$ cat src/rtl/nco_config_unit.sv
//==============================================================================
// Module   : nco_config_unit
// Purpose  : Commits panel waveform/frequency selections and runs the NCO
//            phase accumulator. Optional macro FREQ_GLIDE_EN ramps tuning_word.
// Revision : 1.0 - initial release
//==============================================================================
`timescale 1ns/1ps
`default_nettype none

module nco_config_unit #(
    parameter int ACC_W     = 26,
    parameter int PHASE_W   = 8,
    parameter int TW_STEP   = 6711,
    parameter int GLIDE_DIV = 1000
) (
    input  logic               clk_1MHz,
    input  logic               rst_n,
    input  logic [2:0]         state_in,
    input  logic [1:0]         sw_wave,
    input  logic [3:0]         sw_freq,
    output logic [1:0]         wave_sel,
    output logic [ACC_W-1:0]   tuning_word,
    output logic [PHASE_W-1:0] phase,
    output logic [1:0]         cfg_valid,
    output logic               cfg_update,
    output logic               state_err
);

    localparam logic [2:0]       c_S0   = 3'd0;
    localparam logic [2:0]       c_S1   = 3'd1;
    localparam logic [2:0]       c_S2   = 3'd2;
    localparam logic [2:0]       c_S3   = 3'd3;
    localparam logic [2:0]       c_S4   = 3'd4;
    localparam logic [2:0]       c_S5   = 3'd5;
    localparam logic [ACC_W-1:0] c_STEP = ACC_W'(TW_STEP);

    logic [2:0]       r_prev_state;
    logic [1:0]       r_wave_q;
    logic [3:0]       r_freq_q;
    logic [ACC_W-1:0] r_target;
    logic             r_load;
    logic [ACC_W-1:0] r_acc;

    logic             w_clear;
    logic             w_illegal;
    logic             w_wave_commit;
    logic             w_freq_commit;
    logic [ACC_W-1:0] w_target_calc;
    logic [1:0]       w_wave_next;
    logic [ACC_W-1:0] w_tw_next;
    logic [1:0]       w_valid_next;

    assign w_clear       = (state_in == c_S0);
    assign w_illegal     = (state_in > c_S5);
    assign w_wave_commit = (r_prev_state == c_S1) && (state_in == c_S2);
    assign w_freq_commit = (r_prev_state == c_S3) && (state_in == c_S4);
    assign w_target_calc = (ACC_W'(r_freq_q) + ACC_W'(1)) * c_STEP;
    assign phase         = r_acc[ACC_W-1 -: PHASE_W];

`ifdef FREQ_GLIDE_EN
    localparam int c_DIV_W = (GLIDE_DIV > 1) ? $clog2(GLIDE_DIV) : 1;

    logic [c_DIV_W-1:0] r_div;
    logic               w_glide_tick;

    assign w_glide_tick = (r_div == c_DIV_W'(GLIDE_DIV - 1));

    // Divider restarts on every commit so the first step lands a full period later.
    always_ff @(posedge clk_1MHz or negedge rst_n) begin
        if (!rst_n) begin
            r_div <= '0;
        end else if (w_clear || r_load || w_glide_tick) begin
            r_div <= '0;
        end else begin
            r_div <= r_div + c_DIV_W'(1);
        end
    end
`endif

    always_comb begin
        w_wave_next  = wave_sel;
        w_tw_next    = tuning_word;
        w_valid_next = cfg_valid;
        if (w_clear) begin
            w_wave_next  = '0;
            w_tw_next    = '0;
            w_valid_next = '0;
        end else begin
            if (w_wave_commit) begin
                w_wave_next     = r_wave_q;
                w_valid_next[0] = 1'b1;
            end
`ifdef FREQ_GLIDE_EN
            if (r_load) begin
                w_valid_next[1] = 1'b1;
            end else if (w_glide_tick) begin
                if (tuning_word < r_target) begin
                    w_tw_next = ((r_target - tuning_word) <= c_STEP) ? r_target
                                                                     : tuning_word + c_STEP;
                end else if (tuning_word > r_target) begin
                    w_tw_next = ((tuning_word - r_target) <= c_STEP) ? r_target
                                                                     : tuning_word - c_STEP;
                end
            end
`else
            if (r_load) begin
                w_tw_next       = r_target;
                w_valid_next[1] = 1'b1;
            end
`endif
        end
    end

    always_ff @(posedge clk_1MHz or negedge rst_n) begin
        if (!rst_n) begin
            r_prev_state <= c_S0;
            r_wave_q     <= '0;
            r_freq_q     <= '0;
            r_target     <= '0;
            r_load       <= 1'b0;
            r_acc        <= '0;
            wave_sel     <= '0;
            tuning_word  <= '0;
            cfg_valid    <= '0;
            cfg_update   <= 1'b0;
            state_err    <= 1'b0;
        end else begin
            r_prev_state <= state_in;
            r_wave_q     <= sw_wave;
            r_freq_q     <= sw_freq;
            r_load       <= w_freq_commit;
            wave_sel     <= w_wave_next;
            tuning_word  <= w_tw_next;
            cfg_valid    <= w_valid_next;
            cfg_update   <= (w_wave_next != wave_sel) || (w_tw_next != tuning_word);

            if (w_clear) begin
                r_target <= '0;
            end else if (w_freq_commit) begin
                r_target <= w_target_calc;
            end

            // Accumulator runs on the registered config so it lags a commit by one cycle.
            if (w_clear) begin
                r_acc <= '0;
            end else if (cfg_valid == 2'b11) begin
                r_acc <= r_acc + tuning_word;
            end

            if (w_clear) begin
                state_err <= 1'b0;
            end else if (w_illegal) begin
                state_err <= 1'b1;
            end
        end
    end

endmodule

`default_nettype wire
$ cat config.mk
export PLATFORM = sky130hd
export DESIGN_NAME = nco_config_unit
export DESIGN_NICKNAME = d
export VERILOG_FILES = /design/src/rtl/nco_config_unit.sv
export SDC_FILE = /design/constraint.sdc
export NUM_CORES = 1
export LEC_CHECK = 0
export ABC_AREA = 0
export CAP_MARGIN = 20
export CORE_MARGIN = 5
export CORE_UTILIZATION = 40
export DETAILED_ROUTE_END_ITERATION = 6
export DONT_BUFFER_PORTS = 1
export SKIP_CTS_REPAIR_TIMING = 1
export SYNTH_ARGS = -nofsm -noshare
export SYNTH_HDL_FRONTEND = slang
export SYNTH_SLANG_ARGS = --single-unit
$ cat constraint.sdc
create_clock -name clk_1MHz -period 8.4 [get_ports clk_1MHz]
set_input_delay 1.68 -clock clk_1MHz [delete_from_list [all_inputs] [get_ports clk_1MHz]]
set_output_delay 1.68 -clock clk_1MHz [all_outputs]
set_load 0.005 [all_outputs]
==> summary.txt <==
Status
  • Status: finished clean

Setup path
  • Critical path capture point type: flop
  • Critical path startpoint category: flop
  • R2r startpoint: r_freq_q[0]
  • WS Path Type: flop to flop
  • Critical path peak fanout: 11
  • R2r endpoint: r_target[17]
  • Arr. time, crit path: 5.18 ns
  • Worst-case reg-to-reg path depth: 16
  • Critical Path RT: 8.61 ns
  • Reg-to-reg slack, setup: 3.43 ns

Worst hold path
  • Hold Path End: r_acc[10]
  • Hold Path Class: flop to flop
  • Hold path startpoint: r_acc[10]
  • Cells on Worst Hold Path: 2

Timing
  • RSZ-0062 raised after global routing: false
  • F_max: 201 MHz
  • Final Skew: 0.00745 ns
  • Slew Limit Fails: 0
  • Final setup vio count: 0
  • Tmin final: 4.97 ns
  • Setup tns final: 0 ns
  • Worst-Margin Slew: 0.924 ns
  • Hold Vio Cnt, Final: 0
  • Crit share post-route: 59.2%
  • Worst rel slew slack: 38.3%

Yosys
  • YS warnings: 0
  • Ys async rst share: 100%
  • Synth cell types: 58
  • Synth area leader: dfrtp_1
  • Synth area leaders: dfrtp_1 (36%), ha_1 (13%), a21oi_1 (4.0%)
  • Yosys reg bits: 86
  • Avg Cell Area, Syn: 9.13 um^2
  • Post-Syn Area: 5980 um^2
  • Net count after synthesis: 738
  • Ys flop type: dfrtp_1
  • Post-synth EDFFs: 0
  • Syn Inst Count: 655
  • Post-synth top area share: 36.0%
  • Seq/Total Area, Yosys: 36.0%

Placed design
  • Final RePlAce weighted congestion: 0.844
  • HPWL Detailed: 10.8 mm
  • Port Buffer Count: 0

Floorplan
  • Die area: 17,500 um^2
  • # rows: 44
  • Die Ht: 132 um
  • IO Count: 51
  • Initial Util: 41.0%
  • Core area: 14,600 um^2
  • Chip width: 132 um

Layout
  • Final core utilization: 44.1%
  • Net count, final: 720
  • Synth-to-Final Area Change: 7.68%
  • Antenna Cells: 0
  • Highest-count cells in the layout ignoring fill and taps: dfrtp_1 (86), ha_1 (64), o21ai_0 (48), a21oi_1 (48)
  • Layout cells sized above 1: 5.14%
  • Most common cell after layout, fill and taps aside: dfrtp_1

Clock tree
  • Worst-Skew Late Latency: 0.34 ns
  • CTS HTree Levels: 3
  • TritonCTS Buffers: 9
  • Max Root-Sink Buffers: 2
  • CTS root buffer: clkbuf_16
  • CTS tree: built
  • CTS Sinks: 86
  • Clock Pin Slew Worst Setup and Hold Paths: 0.07 ns

Global routing
  • Initial antenna violation count: 0
  • First-pass GRT wire length: 24.4 mm
  • Total track usage: 17.0%
  • Vias in the first global route: 4,712
  • Grt ovf: 0
  • Largest net degree at the start of global routing: 87

Power
  • Total power: 1.16 mW
  • Leakage: 3.04 nW
  • Power Dens Cells: 180 nW/um^2
  • Worst VDD drop: 0.0000910 V

Job
  • Max Cap Violations: 0

Detailed routing
  • Iter 0 DRT Violations: 264
  • Wire per inst: 17.6 um
  • First-pass detailed-route iteration total: 4
  • Total Wirelength: 14.6 mm
  • Vias: 4,703
  • Routed vias/inst: 5.69
  • DRC: 0
  • Final ANT Viol Nets: 0
registers in the layout, indices dropped and copies added, names as in the netlist:
name / flops
wave_sel: 2
r_load: 1
r_wave_q: 2
cfg_update: 1
r_prev_state: 3
r_acc: 26
tuning_word: 26
r_target: 18
cfg_valid: 2
state_err: 1
r_freq_q: 4
logic make-up after synthesis:
family          Yosys count  synth area share, %
compound gates          167                 17.7
xor+xnor                 38                 5.57
flops                    86                 36.0
mux                      22                 3.68
simple gates            192                 15.6
fa+ha+maj                72                 16.1
buf+inv                  78                 5.40
through the flow:
| step | std cells | instance area [um^2] | hold WS (ns) | setup WS, ns |
|---|---|---|---|---|
| global placement | 810 | 6090 | 0.491 | 3.55 |
| global route | 826 | 6440 | 0.554 | 3.04 |
| detailed placement | 810 | 6090 | 0.503 | 3.40 |
| floorplan | 655 | 5980 | 0.469 | 3.73 |
| finish | 826 | 6440 | 0.513 | 3.43 |
| CTS | 826 | 6440 | 0.517 | 3.39 |
area by class of cell:
type                       count  area [um^2]
tap                          184          230
sequential                    86         2150
multi-input combinational    491         3510
fill                        1420         8150
inverter                      44          165
clock inverter                 4         77.6
clock buffer                  12          267
timing repair buffer           5         37.5
worst max-delay path, stage by stage, from the launching register on:
cell       delay, ns
dfrtp_1         0.66
nand3_1         0.17
xnor2_1         0.44
inv_1           0.21
fa_1            0.45
fa_1            0.46
fa_1            0.51
inv_1           0.04
ha_1            0.29
o21ai_1         0.13
o21ai_1         0.13
a311o_1         0.36
a2111oi_4       0.41
o311ai_2        0.19
a21oi_2         0.17
xor2_1          0.15
o21ai_1         0.07
power by group:
part | switching, mW | total (mW) | internal, mW
registers | 0.0241 | 0.459 | 0.435
logic | 0.138 | 0.247 | 0.109
clock network | 0.167 | 0.453 | 0.286
total | 0.329 | 1.16 | 0.830
cell usage after synthesis (17+ instances only):
cell type and n:
a21oi_1 48, clkbuf_1 22, dfrtp_1 86, ha_1 64, inv_1 44, mux2i_1 22, nand2_1 47, nand3_1 28
nor2_1 47, o21ai_0 48, xnor2_1 21, xor2_1 17
how the worst max path moves through the flow:
stage                start           end  slack, ns  cells past startpoint
2_1_floorplan  r_freq_q[0]  r_target[17]       3.73                     17
3_3_place_gp   r_freq_q[0]  r_target[17]       3.55                     16
3_5_place_dp   r_freq_q[0]  r_target[17]       3.40                     16
4_1_cts        r_freq_q[0]  r_target[17]       3.39                     17
5_1_grt        r_freq_q[0]  r_target[17]       3.04                     17
6_report       r_freq_q[0]  r_target[17]       3.43                     16
metal layers:
metal,vias up,part of all wire (%),global-route usage [%],routed length [um]
li1,2288,-,-,-
met1,2319,45,22.1,6560
met2,79,50,29.0,7240
met3,17,3.9,3.85,565
met4,0,1.4,3.79,206
met5,-,0,0,0
No activity file was read; power rests on OpenSTA's default activity.
